## src/rtl/cc_sched_pkg.sv

```systemverilog
// Shared definitions for the coordinate-calculation job scheduler.
//   state_e : scheduler FSM states
//   MODE_*  : CC operating modes carried by each job
//   COORD_W : coordinate width, CNT_W : beat/timeout counter width
package cc_sched_pkg;

  localparam int COORD_W = 8;
  localparam int CNT_W   = 16;

  localparam logic [1:0] MODE_RASTER = 2'd0;
  localparam logic [1:0] MODE_CIRCLE = 2'd1;
  localparam logic [1:0] MODE_AREA   = 2'd2;
  localparam logic [1:0] MODE_RSVD   = 2'd3;

  typedef enum logic [2:0] {
    IDLE   = 3'd0,
    LOAD   = 3'd1,
    WAIT   = 3'd2,
    STREAM = 3'd3,
    GAP    = 3'd4
  } state_e;

endpackage

```

## src/rtl/cc_job_scheduler_rr_arbiter.sv

```systemverilog
// Round-robin arbiter.
//   clk, rst : clock, asynchronous active-high reset
//   req      : request vector, one bit per requester
//   en       : arbitration allowed this cycle
//   gnt      : one-hot grant (zero when en=0 or no request)
// The pointer holds the index just after the last grant; the search starts
// there and wraps. It only advances on an actual grant.
module rr_arbiter #(
  parameter int NREQ = 2
) (
  input  logic            clk,
  input  logic            rst,
  input  logic [NREQ-1:0] req,
  input  logic            en,
  output logic [NREQ-1:0] gnt
);

  logic [1:0] ptr_q, ptr_d;
  logic       found;

  // Two passes with constant indices: first the requesters at or above the
  // pointer, then the ones below it, which gives the wrapped search order.
  always_comb begin
    gnt   = '0;
    ptr_d = ptr_q;
    found = 1'b0;
    if (en) begin
      for (int i = 0; i < NREQ; i++) begin
        if (!found && req[i] && (i >= int'(ptr_q))) begin
          gnt[i] = 1'b1;
          found  = 1'b1;
          ptr_d  = (i == NREQ - 1) ? 2'd0 : 2'(i + 1);
        end
      end
      for (int i = 0; i < NREQ; i++) begin
        if (!found && req[i] && (i < int'(ptr_q))) begin
          gnt[i] = 1'b1;
          found  = 1'b1;
          ptr_d  = (i == NREQ - 1) ? 2'd0 : 2'(i + 1);
        end
      end
    end
  end

  always_ff @(posedge clk or posedge rst) begin
    if (rst) ptr_q <= '0;
    else     ptr_q <= ptr_d;
  end

endmodule

```

## src/rtl/cc_job_scheduler.sv

```systemverilog
// Shares one coordinate-calculation (CC) engine between NREQ requesters.
//   req_*        : per-requester job (mode + four 8-bit points); req_ready is
//                  a one-cycle accept pulse
//   cc_*         : 4-beat load burst to CC and its variable-length result stream
//   rsp_*        : result beats tagged with requester id, last flag, beat count
//   err_timeout  : pulse when CC never answers within TIMEOUT cycles
//   err_mode     : pulse when a mode-3 job is rejected
//   busy         : scheduler not idle
//   dbg_state    : current FSM state
// Handshake: a job transfers in the cycle where req_valid[i] & req_ready[i];
// req_ready is only ever raised in IDLE for the single granted requester.
// Result beats have no backpressure: rsp_valid is a pure valid.
module cc_job_scheduler
  import cc_sched_pkg::*;
#(
  parameter int NREQ       = 2,
  parameter int TIMEOUT    = 64,
  parameter int GAP_CYCLES = 2
) (
  input  logic                      clk,
  input  logic                      rst,
  input  logic [NREQ-1:0]           req_valid,
  output logic [NREQ-1:0]           req_ready,
  input  logic [2*NREQ-1:0]         req_mode,
  input  logic [32*NREQ-1:0]        req_x,
  input  logic [32*NREQ-1:0]        req_y,
  output logic                      cc_in_valid,
  output logic [1:0]                cc_mode,
  output logic [COORD_W-1:0]        cc_xi,
  output logic [COORD_W-1:0]        cc_yi,
  input  logic                      cc_out_valid,
  input  logic signed [COORD_W-1:0] cc_xo,
  input  logic signed [COORD_W-1:0] cc_yo,
  output logic                      rsp_valid,
  output logic [1:0]                rsp_id,
  output logic [COORD_W-1:0]        rsp_x,
  output logic [COORD_W-1:0]        rsp_y,
  output logic                      rsp_last,
  output logic [CNT_W-1:0]          rsp_count,
  output logic                      err_timeout,
  output logic                      err_mode,
  output logic                      busy,
  output logic [2:0]                dbg_state
);

  state_e                   state_q, state_d;
  logic [1:0]               id_q, id_d;
  logic [1:0]               mode_q, mode_d;
  logic [1:0]               ld_idx_q, ld_idx_d;
  logic [4*COORD_W-1:0]     px_q, px_d, py_q, py_d;
  logic [CNT_W-1:0]         wait_cnt_q, wait_cnt_d;
  logic [CNT_W-1:0]         gap_cnt_q, gap_cnt_d;
  logic [CNT_W-1:0]         beat_cnt_q, beat_cnt_d;
  logic [COORD_W-1:0]       hold_x_q, hold_x_d, hold_y_q, hold_y_d;
  logic                     err_mode_q, err_mode_d;
  logic                     err_timeout_q, err_timeout_d;

  logic [NREQ-1:0]          gnt;
  logic [1:0]               gnt_idx;
  logic [1:0]               sel_mode;
  logic [4*COORD_W-1:0]     sel_x, sel_y;

  rr_arbiter #(.NREQ(NREQ)) u_arb (
    .clk (clk),
    .rst (rst),
    .req (req_valid),
    .en  (state_q == IDLE),
    .gnt (gnt)
  );

  // Select the granted requester's job fields.
  always_comb begin
    gnt_idx  = '0;
    sel_mode = '0;
    sel_x    = '0;
    sel_y    = '0;
    for (int i = 0; i < NREQ; i++) begin
      if (gnt[i]) begin
        gnt_idx  = 2'(i);
        sel_mode = req_mode[2*i +: 2];
        sel_x    = req_x[32*i +: 32];
        sel_y    = req_y[32*i +: 32];
      end
    end
  end

  always_comb begin
    state_d       = state_q;
    id_d          = id_q;
    mode_d        = mode_q;
    ld_idx_d      = ld_idx_q;
    px_d          = px_q;
    py_d          = py_q;
    wait_cnt_d    = wait_cnt_q;
    gap_cnt_d     = gap_cnt_q;
    beat_cnt_d    = beat_cnt_q;
    hold_x_d      = hold_x_q;
    hold_y_d      = hold_y_q;
    err_mode_d    = 1'b0;
    err_timeout_d = 1'b0;
    case (state_q)
      IDLE: begin
        if (|gnt) begin
          id_d       = gnt_idx;
          mode_d     = sel_mode;
          px_d       = sel_x;
          py_d       = sel_y;
          ld_idx_d   = '0;
          beat_cnt_d = '0;
          gap_cnt_d  = '0;
          if (sel_mode == MODE_RSVD) begin
            err_mode_d = 1'b1;
            state_d    = GAP;
          end else begin
            state_d = LOAD;
          end
        end
      end
      LOAD: begin
        ld_idx_d = ld_idx_q + 2'd1;
        if (ld_idx_q == 2'd3) begin
          wait_cnt_d = '0;
          state_d    = WAIT;
        end
      end
      WAIT: begin
        // A beat arriving on the last allowed cycle still wins over timeout.
        if (cc_out_valid) begin
          hold_x_d   = cc_xo;
          hold_y_d   = cc_yo;
          beat_cnt_d = CNT_W'(1);
          state_d    = STREAM;
        end else if (wait_cnt_q == CNT_W'(TIMEOUT - 1)) begin
          err_timeout_d = 1'b1;
          gap_cnt_d     = '0;
          state_d       = GAP;
        end else begin
          wait_cnt_d = wait_cnt_q + CNT_W'(1);
        end
      end
      STREAM: begin
        // Output lags CC by one beat so the final beat can carry rsp_last
        // as soon as CC drops out_valid.
        if (cc_out_valid) begin
          hold_x_d = cc_xo;
          hold_y_d = cc_yo;
          if (beat_cnt_q != '1) beat_cnt_d = beat_cnt_q + CNT_W'(1);
        end else begin
          gap_cnt_d = '0;
          state_d   = GAP;
        end
      end
      GAP: begin
        if (gap_cnt_q == CNT_W'(GAP_CYCLES - 1)) state_d = IDLE;
        else gap_cnt_d = gap_cnt_q + CNT_W'(1);
      end
      default: state_d = IDLE;
    endcase
  end

  always_ff @(posedge clk or posedge rst) begin
    if (rst) begin
      state_q       <= IDLE;
      id_q          <= '0;
      mode_q        <= '0;
      ld_idx_q      <= '0;
      px_q          <= '0;
      py_q          <= '0;
      wait_cnt_q    <= '0;
      gap_cnt_q     <= '0;
      beat_cnt_q    <= '0;
      hold_x_q      <= '0;
      hold_y_q      <= '0;
      err_mode_q    <= 1'b0;
      err_timeout_q <= 1'b0;
    end else begin
      state_q       <= state_d;
      id_q          <= id_d;
      mode_q        <= mode_d;
      ld_idx_q      <= ld_idx_d;
      px_q          <= px_d;
      py_q          <= py_d;
      wait_cnt_q    <= wait_cnt_d;
      gap_cnt_q     <= gap_cnt_d;
      beat_cnt_q    <= beat_cnt_d;
      hold_x_q      <= hold_x_d;
      hold_y_q      <= hold_y_d;
      err_mode_q    <= err_mode_d;
      err_timeout_q <= err_timeout_d;
    end
  end

  always_comb begin
    req_ready   = gnt;
    cc_in_valid = (state_q == LOAD);
    cc_mode     = cc_in_valid ? mode_q : 2'd0;
    cc_xi       = cc_in_valid ? px_q[{ld_idx_q, 3'b000} +: COORD_W] : '0;
    cc_yi       = cc_in_valid ? py_q[{ld_idx_q, 3'b000} +: COORD_W] : '0;
    rsp_valid   = (state_q == STREAM);
    rsp_last    = rsp_valid && !cc_out_valid;
    rsp_x       = rsp_valid ? hold_x_q : '0;
    rsp_y       = rsp_valid ? hold_y_q : '0;
    rsp_count   = rsp_last ? beat_cnt_q : '0;
    rsp_id      = id_q;
    err_mode    = err_mode_q;
    err_timeout = err_timeout_q;
    busy        = (state_q != IDLE);
    dbg_state   = state_q;
  end

endmodule

```

## config.mk

```make
export PLATFORM = sky130hd
export DESIGN_NAME = cc_job_scheduler
export DESIGN_NICKNAME = d
export VERILOG_FILES = /design/src/rtl/cc_sched_pkg.sv /design/src/rtl/cc_job_scheduler_rr_arbiter.sv /design/src/rtl/cc_job_scheduler.sv
export SDC_FILE = /design/constraint.sdc
export NUM_CORES = 1
export LEC_CHECK = 0
export BUFFER_PORTS_ARGS = -buffer_cell sky130_fd_sc_hd__buf_2
export CAP_MARGIN = 25
export CORE_AREA = 2 2 124 126
export DETAILED_ROUTE_END_ITERATION = 12
export DIE_AREA = 0 0 126 128
export PLACE_DENSITY = 0.8
export SKIP_CTS_REPAIR_TIMING = 1
export SYNTH_ARGS = -nofsm -noshare
export SYNTH_HDL_FRONTEND = slang
export SYNTH_HIERARCHICAL = 1
export SYNTH_SLANG_ARGS = --single-unit
```

## constraint.sdc

```tcl
create_clock -name clk -period 5.9 [get_ports clk]
set_input_delay 0.59 -clock clk [delete_from_list [all_inputs] [get_ports clk]]
set_output_delay 0.59 -clock clk [all_outputs]
set_load 0.005 [all_outputs]
```

Word level (Yosys, flattened, before mapping)
Index checks and enable logic that the tools add are counted.
W data, S select, Z words.
{ "classes": {"n_reduce_logical": 29, "magnitude_cmp": 4, "mux": 57, "n_addsub": 4, "shifts": 2, "n_eq_ne": 21} }
{ "ops": {"columns": ["cell", "n"], "rows": [
  ["$mux W16", 12],
  ["$mux W32", 4],
  ["$pmux W16 S4", 1],
  ["$shiftx A32 B6 Y8", 2],
  ["$add A16 B1 Y16 const B", 3],
  ["$pmux W16 S3", 1],
  ["$mux W8", 4],
  ["$pmux W16 S2", 1],
  ["$mux W3", 7],
  ["$mux W2", 9],
  ["$ne A2 B2 Y1 const B", 9],
  ["$eq A16 B1 Y1 const B", 1],
  ["$eq A16 B6 Y1 const B", 1],
  ["$mux W1", 16],
  ["$ne A16 B16 Y1 const B", 1],
  ["$pmux W3 S5", 1],
  ["$reduce_and A5 Y1", 2],
  ["$logic_and A1 B1 Y1", 8],
  ["$reduce_and A2 Y1", 4],
  ["$reduce_bool A4 Y1", 2],
  ["$eq A3 B2 Y1 const B", 2],
  ["$reduce_and A6 Y1", 1],
  ["$reduce_bool A3 Y1", 2],
  ["$eq A2 B2 Y1 const B", 2],
  ["13 further kinds", 21]
]} }
{ "totals": {"in_bits": 153, "regBits": 141, "wordCells": 131} }

Logic depth before layout (Yosys ltp)
Gate-level depths: netlist of the first run.
{ "logic_depth": {"word_depth": 25, "mapped_depth": 14, "depth_no_buf": 9} }

Hierarchy
Netlist of the first run, hierarchy kept.
{ "by_module_without_submodules": {"columns": ["mod", "n_inst", "cells_each", "area_each_um2"], "rows": [
  ["cc_job_scheduler", 1, 847, 7684.9],
  ["rr_arbiter", 1, 9, 65.1]
]} }

Least setup slack after synthesis of the first run
Ideal clock, no wire load.
{ "synth_timing": {"path_type": "register -> register", "start": "register state_q[1], in the netlist dbg_state[1]", "end": "register beat_cnt_q[11]", "t_arrival_ns": 2.956, "setup_ns": 0.101, "stages_incl_launch_ff": 13, "synth_period_minus_slack_ns": 3.056, "setup_slack_ns": 2.844, "cell_sequence": "dfrtp_1 > buf_4 > or3_1 > clkbuf_1 > clkinv_1 > clkbuf_1 > nand2_1 > a21oi_1 > or2_2 > a22oi_1 > a211o_1 > or2_4 > o311ai_2"} }
{ "synth_via": {"elab_chain_cells": 5, "word_cells_on_any_way": 12} }
{ "synth_lines": {"columns": ["element", "line", "source"], "rows": [
  ["start: declaration", "cc_job_scheduler.sv:46", "state_e state_q, state_d;"],
  ["start signal: assignment", "cc_job_scheduler.sv:177", "state_q <= state_d;"],
  ["$logic_not A3 Y1", "cc_job_scheduler.sv:67", ".en (state_q == IDLE),"],
  ["$mux W2", "cc_job_scheduler_rr_arbiter.sv:27", "if (en) begin"],
  ["named net req_ready[0]", "cc_job_scheduler.sv:23", "output logic [NREQ-1:0] req_ready,"],
  ["$reduce_or A2 Y1", "cc_job_scheduler.sv:103", "if (|gnt) begin"],
  ["$ne A2 B2 Y1 (no line)", null, null],
  ["$reduce_and A5 Y1 (no line)", null, null],
  ["end signal: assignment", "cc_job_scheduler.sv:185", "beat_cnt_q <= beat_cnt_d;"],
  ["end: declaration", "cc_job_scheduler.sv:53", "logic [CNT_W-1:0] beat_cnt_q, beat_cnt_d;"]
]} }
The timed path passes the listed nets, and every way through them passes these cells.
A chain may end at the register's enable or synchronous reset.

Final worst setup path of the first run
{ "layout_timing": {"start": "register state_q[2], in the netlist dbg_state[2]", "end": "register py_q[9]"} }
{ "layout_via": {"elab_chain_cells": 4, "word_cells_on_any_way": 6} }
{ "layout_lines": {"columns": ["element", "line", "source"], "rows": [
  ["$logic_not A3 Y1 (*)", "cc_job_scheduler.sv:67, cc_job_scheduler.sv:101", null],
  ["$mux W2", "cc_job_scheduler_rr_arbiter.sv:27", null],
  ["$mux W32 or $reduce_or A2 Y1 (tied branches)", "cc_job_scheduler.sv:78, cc_job_scheduler.sv:103", null],
  ["$mux W32 or $reduce_and A2 Y1 (tied branches)", null, null],
  ["end signal: assignment", "cc_job_scheduler.sv:182", "py_q <= py_d;"],
  ["end: declaration", "cc_job_scheduler.sv:50", "logic [4*COORD_W-1:0] px_q, px_d, py_q, py_d;"]
]} }
Mark *: on every way between the ends. The rest lies on a longest branch, timed or not.

==> results.md, run 1 <==
* Final setup skew at between 0.007 and 0.008 ns
* Syn_nets at 1014
* Top cells by area, synth: dfrtp_1 (45%), o21ai_0 (6.6%), nand2_1 (5.2%)
* Worst r2r src: dbg_state[2]$_DFFE_PP0P_
* CP max stage cell: nor2_1
* Worst Path Arrival at between 4 and 5 ns
* Area grow syn2layout at 22.8%
* Failing checks: DRC
* Vias in the first global route at just under 7000
* Most used cell, CP: clkinv_1
* Asr flop ratio synth at 100%
* Delay-heaviest family, CP: simple AND/OR/NAND/NOR gates
* Initial Utilization at between 50% and 60%
* Core Box Area at approximately 0.015 mm^2
* Via/cell ratio at about 6.0
* Die Y at 128 um
* RSZ-0062 raised after global routing: no
* CP max stage delay at 0.84 ns
* GR Util All Layers at between 20% and 30%
* Post-synth EDFFs at 0
* Largest net degree at the start of global routing at 77
* Post-synth top flop: dfrtp_1
* Reg2Reg Depth at 8
* Fillers at roughly 1300
* Power Dens Cells at about 220 mW/mm^2
* Number of remaining DRC errors at 1
* Setup Viol. Count Final at 0
* Post-synthesis adder-cell area fraction at less than 1%
* Synth top area share at around 45%
* Required time of the critical path at ~6.2 ns
* DP HPWL at ~16000 um
* CP bufs+invs at 2
* First-pass GRT wire length at 35900 um
* Setup CP Type: flop to flop
* Synth cell count leaders: dfrtp_1 (139), nand2_1 (107), o21ai_0 (102)
* FF-to-FF End: py_q[9]$_DFFE_PP0P_
* Final core utilization at between 60% and 70%
* Post-route ant nets at 0
* Port bufs at about 210
* Via Count at around 7400
* Drt total wl at around 22000 um
* Mapped Area at around 0.0077 mm^2
* Routability cong. at just under 0.9
* GR Overflow Total at 0
* Simple-gate share of the synthesized area at between 20% and 30%
* Multiplexer share of the synthesized area at just over 7%
* First DRT Iteration DRCs at 548
* Synth warn at 6
* Largest area contributor in the netlist: dfrtp_1
* CP cell instances: or3_2, clkinv_1, nand2_1, a21oi_4, clkinv_1, nor2_1, a22oi_1, o21ai_0
* Maximum clock path buffer count at 2
* Clock-pin slew on the worst setup and hold paths at approximately 0.060 ns
* Routed length per instance at approximately 18 um
* Root Buffer: clkbuf_16
* Layout cell share with drive strength beyond 1 at a little under 30%
* Post-synthesis cell count at between 800 and 900
* Slew HR at between 30% and 40%
* Max-slew violations at 0
* Crit end category: flop
* Hold Path Class: input port to async pin
* Seq/Total Area, Yosys at between 40% and 50%
* Max-cap violations at 0
* Synthesis-stage register bit count at around 140
* CTS tree: built
* Yosys cell types at 61
* Maximum vdd drop at 0.213 mV
* LEAKAGE at 4.46 nW
* DR pass1 iterations at 9
* Least-Margin Pin Slew at between 0.9 and 1 ns
* XOR/XNOR Fraction of Synth Area at 0%
* Most common cell in the netlist: dfrtp_1
* # rows at 45
* Synth Area in Compound Gates at between 20 and 25%
* Worst R2R Setup Slack at roughly 2.0 ns
* Crit Path Max Fanout at 22
* Mean post-synth cell area at 9.05 um^2
* Die X-Extent at about 130 um
* Skew-Pair Late Insertion Delay at 0.43 ns
* FMAX at 0.255 GHz
* Total Neg Setup Slack at 0 ns
* Startpoint Class: flop
* Clock Sinks at roughly 140
* Die area at between 0.015 and 0.02 mm^2
* Htree depth at 4
* Final min period at between 3 and 4 ns
* Nets at ~1200
* Tcrit/Tclk final at about 67%
* # IOs at about 220
* CTS buffer count at 17
* Initial antenna violation count at 1
* Final hold viol count at 0
* Status: finished, violations left
* Largest family of logic cells by synthesized area: compound AO/OA/AOI/OAI gates
==> per-layer routing <==
| metal | part of all wire [%] | GRT usage (%) |
|---|---|---|
| met4 | 2.4 | 9.83 |
| met2 | 49 | 44.6 |
| met3 | 6.8 | 6.80 |
| met5 | 0 | 0 |
| met1 | 42 | 37.7 |
==> flip-flops by register name (all words and copies together), names as in the netlist, 3 cells and up <==
signal / cells
beat_cnt_q: 16
dbg_state: 3
gap_cnt_q: 16
hold_x_q: 8
hold_y_q: 8
px_q: 32
py_q: 32
wait_cnt_q: 16
==> kinds of logic (layout without fill, tap and decap cells) <==
group,Yosys count,in the layout
other cells,1,2
buf+inv,81,272
compound gates,278,278
fa+ha+maj,5,5
simple gates,319,319
mux,33,33
flops,139,139
==> final cells by class <==
type | instances | area, um^2 | share of cell area [%]
clock buffers | 23 | 488 | 5.13
repair buffers | 223 | 1160 | 12.2
well taps | 188 | 235 | 2.47
diodes | 1 | 2.50 | 0.0263
flip-flops and latches | 139 | 3480 | 36.6
multi-input cells | 636 | 3970 | 41.7
inverters | 18 | 72.6 | 0.763
clock inverters | 8 | 110 | 1.16
==> per-stage QoR <==
stage / std cells / area [um^2] / power [mW] / hold slack (ns) / setup slack, ns
4_1_cts: 1234 / 9480 / 2.12 / 0.0366 / 1.97
5_1_grt: 1236 / 9510 / 2.18 / 0.0354 / 1.67
3_5_place_dp: 1203 / 8890 / 1.05 / 0.469 / 2.00
2_1_floorplan: 856 / 7750 / 0.989 / 0.319 / 1.61
3_3_place_gp: 1203 / 8890 / 1.05 / 0.457 / 2.19
6_report: 1236 / 9510 / 2.11 / 0.0495 / 1.97
==> cells in the final DEF (no fill, tap or decap), types with 3 or more instances in the layout <==
cell       Yosys  final
a22oi_1       51     51
nand3_1       32     32
buf_2          8    214
o21ai_1        7      7
nand2_1      107    107
a21o_1         4      4
or2_2          4      4
mux4_2        16     16
nor2_1        47     47
ha_1           5      5
or3_1          7      6
nor4_1         8      8
o21ai_0      102    102
clkinv_4       0      3
nand4_1       12     12
nor2b_1       12     11
or4_1          5      5
o22ai_1       22     22
o31ai_1       10     10
mux2_2        17     17
clkbuf_16      0     17
nor3_1        10     10
and3_1        20     20
buf_4          4      8
clkbuf_8       0      4
o211ai_1       3      3
and2_1        38     38
a31oi_1       23     23
a21oi_1       39     37
nand2b_1       4      4
dfrtp_1      139    139
inv_1         15     14
==> worst max-delay path by stage <==
stage	endpoint	startpoint	depth (start not counted)
after floorplan	beat_cnt_q[0]$_DFFE_PP0P_	rst	1
after detailed placement	py_q[9]$_DFFE_PP0P_	dbg_state[2]$_DFFE_PP0P_	8
final	py_q[9]$_DFFE_PP0P_	dbg_state[2]$_DFFE_PP0P_	8
after global routing	py_q[9]$_DFFE_PP0P_	dbg_state[2]$_DFFE_PP0P_	8
after CTS	py_q[9]$_DFFE_PP0P_	dbg_state[2]$_DFFE_PP0P_	8
after global placement	py_q[1]$_DFFE_PP0P_	dbg_state[2]$_DFFE_PP0P_	8
==> power by group <==
part / switching [mW] / internal (mW) / leakage [nW]
sequential: 0 / 0.954 / 1.84
clock: 0.412 / 0.668 / 0.286
combinational: 0.0416 / 0.0365 / 2.33
Note: power is estimated with default switching activity, not from simulation.
==> run 2, diff against run 1 <==
--- a/config.mk
+++ b/config.mk
@@ -7,10 +7,10 @@
 export LEC_CHECK = 0
 export BUFFER_PORTS_ARGS = -buffer_cell sky130_fd_sc_hd__buf_2
 export CAP_MARGIN = 25
-export CORE_AREA = 2 2 124 126
+export CORE_AREA = 2 2 131 133
 export DETAILED_ROUTE_END_ITERATION = 12
-export DIE_AREA = 0 0 126 128
-export PLACE_DENSITY = 0.8
+export DIE_AREA = 0 0 133 135
+export PLACE_DENSITY = 0.76
 export SKIP_CTS_REPAIR_TIMING = 1
 export SYNTH_ARGS = -nofsm -noshare
 export SYNTH_HDL_FRONTEND = slang
==> constraint.sdc (replaced) <==
create_clock -name clk -period 3.15 [get_ports clk]
set_input_delay 0.315 -clock clk [delete_from_list [all_inputs] [get_ports clk]]
set_output_delay 0.315 -clock clk [all_outputs]
set_load 0.005 [all_outputs]
==> results.md, run 2 (same netlist as run 1, synthesis figures left out) <==
* Required time of the critical path at 3.48 ns (-2.75 ns)
* Die Y at 135 um (+5.5%)
* Final setup skew at 0.00848 ns (+0.00102 ns)
* Power Dens Cells at 406 mW/mm^2 (+83%)
* Setup Viol. Count Final at 0 (unchanged)
* Maximum vdd drop at 0.407 mV (+92%)
* Clock Sinks at 139 (unchanged)
* Hold Path Class: input port to flop
* Setup CP Type: flop to flop
* Reg power frac at 45.9% (+0.8 points)
* Most used cell, CP: buf_4
* Vias in the first global route at 7141 (+2.6%)
* Max-slew violations at 0 (unchanged)
* FMAX at 0.354 GHz (+39%)
* DP Worst Slack at 0.332 ns (-1.67 ns)
* GR Util All Layers at 25.4% (-2.6 points)
* Area grow syn2layout at 23.7%
* Total Neg Setup Slack at 0 ns (unchanged)
* Via/cell ratio at 5.92 (-1.5%)
* Clock-pin slew on the worst setup and hold paths at 0.06 ns (about the same)
* Worst Slack Setup Final at 0.325 ns (-1.65 ns)
* Max-cap violations at 0 (unchanged)
* Final hold viol count at 0 (unchanged)
* DP HPWL at 15700 um (+1.0%)
* CP cell instances: or3_2, clkinv_1, nand2_1, a21oi_4, buf_4, nor2b_2, buf_4, a22oi_1, o21ai_0
* Via Count at 7556 (+1.8%)
* Final Power at 3.89 mW (+84%)
* Most common cell after layout, fill and taps aside: buf_2
* Met1 Resource Use GR at 32.7% (-5.0 points)
* Final min period at 2.83 ns (-1.10 ns)
* Layout cell share with drive strength beyond 1 at 30.5% (+0.66 points)
* Least-Margin Pin Slew at 0.815 ns (-0.115 ns)
* Htree depth at 4 (unchanged)
* Routability cong. at 0.848 (-1.9%)
* LEAKAGE at 4.49 nW (+0.68%)
* # rows at 47 (+4.4%)
* Post-route ant nets at 0 (unchanged)
* GR Overflow Total at 0 (unchanged)
* Number of remaining DRC errors at 0 (-1)
* CTS tree: built
* Die X-Extent at 133 um (+5.6%)
* Clock share of power at 50.1% (-1.1 points)
* Tcrit/Tclk final at 89.7% (+23 points)
* Skew-Pair Late Insertion Delay at 0.42 ns (about the same)
* Placed insts at 1245 (+3.5%)
* Crit end category: flop
* Initial Utilization at 47.2% (-4.9 points)
* Port bufs at 214 (unchanged)
* # IOs at 216 (unchanged)
* Drt total wl at 22500 um (+0.72%)
* RSZ-0062 raised after global routing: no
* Met3 Track Usage GR at 5.86% (-0.95 points)
* CP max stage delay at 0.49 ns (-0.35 ns)
* DR pass1 iterations at 5 (-4)
* Status: finished clean
* Worst Path Arrival at 3.16 ns (-1.10 ns)
* Nets at 1203 (+0.84%)
* Slew HR at 45.2% (+7.1 points)
* Number of diodes at 0 (-1)
* Core Box Area at 0.0164 mm^2 (+10%)
* Comb pwr share at 4.0% (+0.3 points)
* Busiest layer in global routing: met2
* First DRT Iteration DRCs at 554 (+1.1%)
* Crit Path Max Fanout at 38 (+73%)
* Internal at 2.99 mW (+81%)
* Routed length per instance at 17.7 um (-2.5%)
* GR Util met2 at 41.2% (-3.4 points)
* CP max stage cell: or3_2
* Largest regs: px_q: 32 flops, py_q: 32 flops
* Die area at 0.0180 mm^2 (+11%)
* Startpoint Class: flop
* Commonest cells after routing, fill and taps aside: buf_2 (214), dfrtp_1 (139), nand2_1 (107), o21ai_0 (102), a22oi_1 (51)
* Maximum clock path buffer count at 2 (unchanged)
* Sw Ratio at 23.0% (+1.5 points)
* Root Buffer: clkbuf_16
* Final cell count without fillers at 1277 (+3.3%)
* First-pass GRT wire length at 36100 um (+0.54%)
* Initial antenna violation count at 1 (unchanged)
* CTS buffer count at 17 (unchanged)
* Largest net degree at the start of global routing at 80 (+3.9%)
* Net Switching at 894 uW (+97%)
==> run 2: metrics by stage <==
step                      util (%)  hold slack (ns)  area (um^2)
after floorplan                  -           0.0437         7750
after CTS                     58.4           -0.269         9580
final                         58.4            0.118         9590
after global placement        54.9            0.180         9010
after detailed placement      54.9            0.183         9010
after global routing          58.4            0.109         9590
==> run 2: layout make-up <==
class | instances | area (um^2)
clock inverters | 11 | 109
well taps | 220 | 275
inverters | 18 | 71.3
flip-flops and latches | 139 | 3480
repair buffers | 233 | 1230
clock buffers | 20 | 457
multi-input cells | 636 | 3970
fillers | 1425 | 6820
==> run 2: metal layers <==
layer  vias to the layer above  routed length [um]
met4                         2                 635
met5                         -                  14
met3                        50                1750
met2                       336               11000
li1                       3512                   -
met1                      3656                9120
==> run 2: worst max-delay path: cells and delay by family, from the launching register on <==
kind	cells	cell delay, ns
buf+inv	3	0.97
simple gates	3	0.87
compound gates	3	0.51
flops	1	0.37
==> run 2: worst paths after layout <==
kind                                                from  slack [ns]  cells after the start                         end
worst max register to register  dbg_state[2]$_DFFE_PP0P_        0.32                      9        py_q[23]$_DFFE_PP0P_
min in group asynchronous                            rst        0.31                      3  u_arb/ptr_q[0]$_DFFE_PP0P_
worst max-delay path            dbg_state[2]$_DFFE_PP0P_        0.32                      9        py_q[23]$_DFFE_PP0P_
worst min-delay path                            cc_xo[2]        0.12                      2     hold_x_q[2]$_DFFE_PP0P_
worst min register to register      py_q[14]$_DFFE_PP0P_        0.48                      2        py_q[14]$_DFFE_PP0P_
max in group asynchronous                            rst        1.79                      4   wait_cnt_q[6]$_DFFE_PP0P_
==> run 2: power groups by stage <==
stage	clock (mW)	combinational (mW)	sequential (mW)
2_1_floorplan	0	0.0344	1.82
3_3_place_gp	0	0.156	1.82
3_5_place_dp	0	0.155	1.82
4_1_cts	1.98	0.156	1.79
5_1_grt	2.05	0.172	1.78
6_report	1.95	0.155	1.79
==> run 3, diff against run 2 <==
--- a/config.mk
+++ b/config.mk
@@ -11,6 +11,7 @@
 export DETAILED_ROUTE_END_ITERATION = 12
 export DIE_AREA = 0 0 133 135
 export PLACE_DENSITY = 0.76
+export REMOVE_ABC_BUFFERS = 1
 export SKIP_CTS_REPAIR_TIMING = 1
 export SYNTH_ARGS = -nofsm -noshare
 export SYNTH_HDL_FRONTEND = slang
==> results.md, run 3 (same netlist as run 1, synthesis figures left out) <==
* Status: finished clean
* Clock Sinks at 139 (unchanged)
* Least-Margin Pin Slew at 0.882 ns (+0.0668 ns)
* Largest net degree at the start of global routing at 84 (+5.0%)
* Initial antenna violation count at 3 (+2)
* Required time of the critical path at 2.83 ns (-0.65 ns)
* Comb pwr share at 3.8% (-0.2 points)
* CP endpoint: cc_mode[0]
* Reg power frac at 46.1% (+0.2 points)
* Setup Viol. Count Final at 0 (unchanged)
* Final hold viol count at 0 (unchanged)
* GR Overflow Total at 0 (unchanged)
* Crit end category: primary output
* Worst R2R Setup Slack at 0.56 ns (+0.24 ns)
* Max-slew violations at 0 (unchanged)
* DP Worst Slack at 0.586 ns (+0.255 ns)
* Hold Path Cell Cnt at 2 (unchanged)
* Worst Setup SP: dbg_state[1]$_DFFE_PP0P_
* Worst Path Arrival at 2.39 ns (-0.77 ns)
* Maximum clock path buffer count at 2 (unchanged)
* Setup CP Type: flop to primary output
* Worst Slack Setup Final at 0.446 ns (+0.121 ns)
* Number of diodes at 0 (unchanged)
* Layout Cell Area excl Fill at 0.00961 mm^2 (+0.22%)
* Port bufs at 214 (unchanged)
* Crit Path Max Fanout at 20 (-47%)
* Sw Ratio at 23.2% (+0.23 points)
* Routability cong. at 0.899 (+6.0%)
* Post-route ant nets at 0 (unchanged)
* Initial Utilization at 47.2% (unchanged)
* First-pass GRT wire length at 36100 um (-0.19%)
* # IOs at 216 (unchanged)
* GR Util All Layers at 25.2% (-0.16 points)
* FF-to-FF End: beat_cnt_q[10]$_DFFE_PP0P_
* Area grow syn2layout at 24.0%
* Placed cell areas at 0.00903 mm^2 (+0.18%)
* Fillers at 1443 (+1.3%)
* Final setup skew at 0.0118 ns (+0.00333 ns)
* Vias in the first global route at 7276 (+1.9%)
* Drt total wl at 22200 um (-1.7%)
* Clock share of power at 50.2% (about the same)
* Clock-pin slew on the worst setup and hold paths at 0.07 ns (about the same)
* Max-cap violations at 0 (unchanged)
* Internal at 2.98 mW (-0.62%)
* Final core utilization at 58.6% (+0.13 points)
* Htree depth at 4 (unchanged)
* Nets at 1205 (+0.17%)
* First DRT Iteration DRCs at 486 (-12%)
* Largest regs: px_q: 32 flops, py_q: 32 flops
* Hold WS at 0.110 ns (-0.00829 ns)
* Commonest cells after routing, fill and taps aside: buf_2 (214), dfrtp_1 (139), nand2_1 (107), o21ai_0 (102), a22oi_1 (51)
* Via Count at 7431 (-1.7%)
* Die area at 0.0180 mm^2 (unchanged)
* Hold Path Class: input port to flop
* Core Box Area at 0.0164 mm^2 (unchanged)
* Number of remaining DRC errors at 0 (unchanged)
* LEAKAGE at 4.51 nW (+0.37%)
* DP HPWL at 15500 um (-1.6%)
* DR pass1 iterations at 5 (unchanged)
* Reg2Reg Depth at 10 (+1)
* Skew-Pair Late Insertion Delay at 0.43 ns (about the same)
* Power Dens Cells at 403 mW/mm^2 (-0.54%)
* Via/cell ratio at 5.81 (-1.9%)
* Worst r2r src: dbg_state[2]$_DFFE_PP0P_
* RSZ-0062 raised after global routing: no
* FMAX at 0.370 GHz (+4.5%)
* CTS buffer count at 17 (unchanged)
* Die Y at 135 um (unchanged)
* Maximum vdd drop at 0.372 mV (-8.6%)
* Die X-Extent at 133 um (unchanged)
* Slew HR at 40.7% (-4.5 points)
* Final min period at 2.70 ns (-0.121 ns)
* Final Power at 3.88 mW (-0.32%)
* Most common cell after layout, fill and taps aside: buf_2
* Net Switching at 900 uW (+0.68%)
* Startpoint Class: flop
* Tcrit/Tclk final at 85.8% (-3.8 points)
* Layout cell share with drive strength beyond 1 at 30.8% (+0.29 points)
* Routed length per instance at 17.3 um (-2.0%)
* CTS tree: built
* # rows at 47 (unchanged)
* Root Buffer: clkbuf_16
run 3: cell type report:
cell class	instances	area, um^2	share of cell area [%]
tap	220	275	2.86
timing repair buffer	235	1240	12.9
sequential	139	3480	36.2
multi-input combinational	636	3970	41.3
clock inverter	14	131	1.37
clock buffer	18	439	4.57
inverter	18	72.6	0.755
run 3: worst min-delay path by stage:
| stage | startpoint | to |
|---|---|---|
| 5_1_grt | cc_yo[4] | hold_y_q[4]$_DFFE_PP0P_ |
| 3_3_place_gp | rst | u_arb/ptr_q[0]$_DFFE_PP0P_ |
| 2_1_floorplan | rst | u_arb/ptr_q[0]$_DFFE_PP0P_ |
| 6_report | cc_yo[0] | hold_y_q[0]$_DFFE_PP0P_ |
| 4_1_cts | rst | u_arb/ptr_q[0]$_DFFE_PP0P_ |
| 3_5_place_dp | rst | u_arb/ptr_q[0]$_DFFE_PP0P_ |
run 3: power groups by stage:
| stage | sequential, mW | clock, mW | combinational (mW) |
|---|---|---|---|
| finish | 1.79 | 1.94 | 0.146 |
| global route | 1.78 | 2.04 | 0.162 |
| CTS | 1.79 | 1.97 | 0.148 |
| detailed placement | 1.82 | 0 | 0.147 |
| global placement | 1.82 | 0 | 0.146 |
| floorplan | 1.82 | 0 | 0.0298 |
run 3: per-layer routing:
layer / track usage (%) / up-vias / part of all wire (%)
met5: 0 / - / 0
met4: 8.96 / 0 / 2.6
met3: 6.94 / 42 / 6.9
met2: 41.8 / 307 / 50
met1: 31.9 / 3563 / 40
li1: - / 3519 / -
run 3: critical path: stages (launching register included):
cell and delay (ns):
dfrtp_1 0.37, buf_4 0.17, inv_1 0.10, nand2_1 0.07, or2_2 0.32, inv_1 0.50
and2_1 0.29, buf_2 0.14
run 3: stage by stage:
step           cells  setup TNS [ns]
3_3_place_gp    1247               0
5_1_grt         1280               0
3_5_place_dp    1247               0
2_1_floorplan    793         -390.74
4_1_cts         1279               0
6_report        1280               0
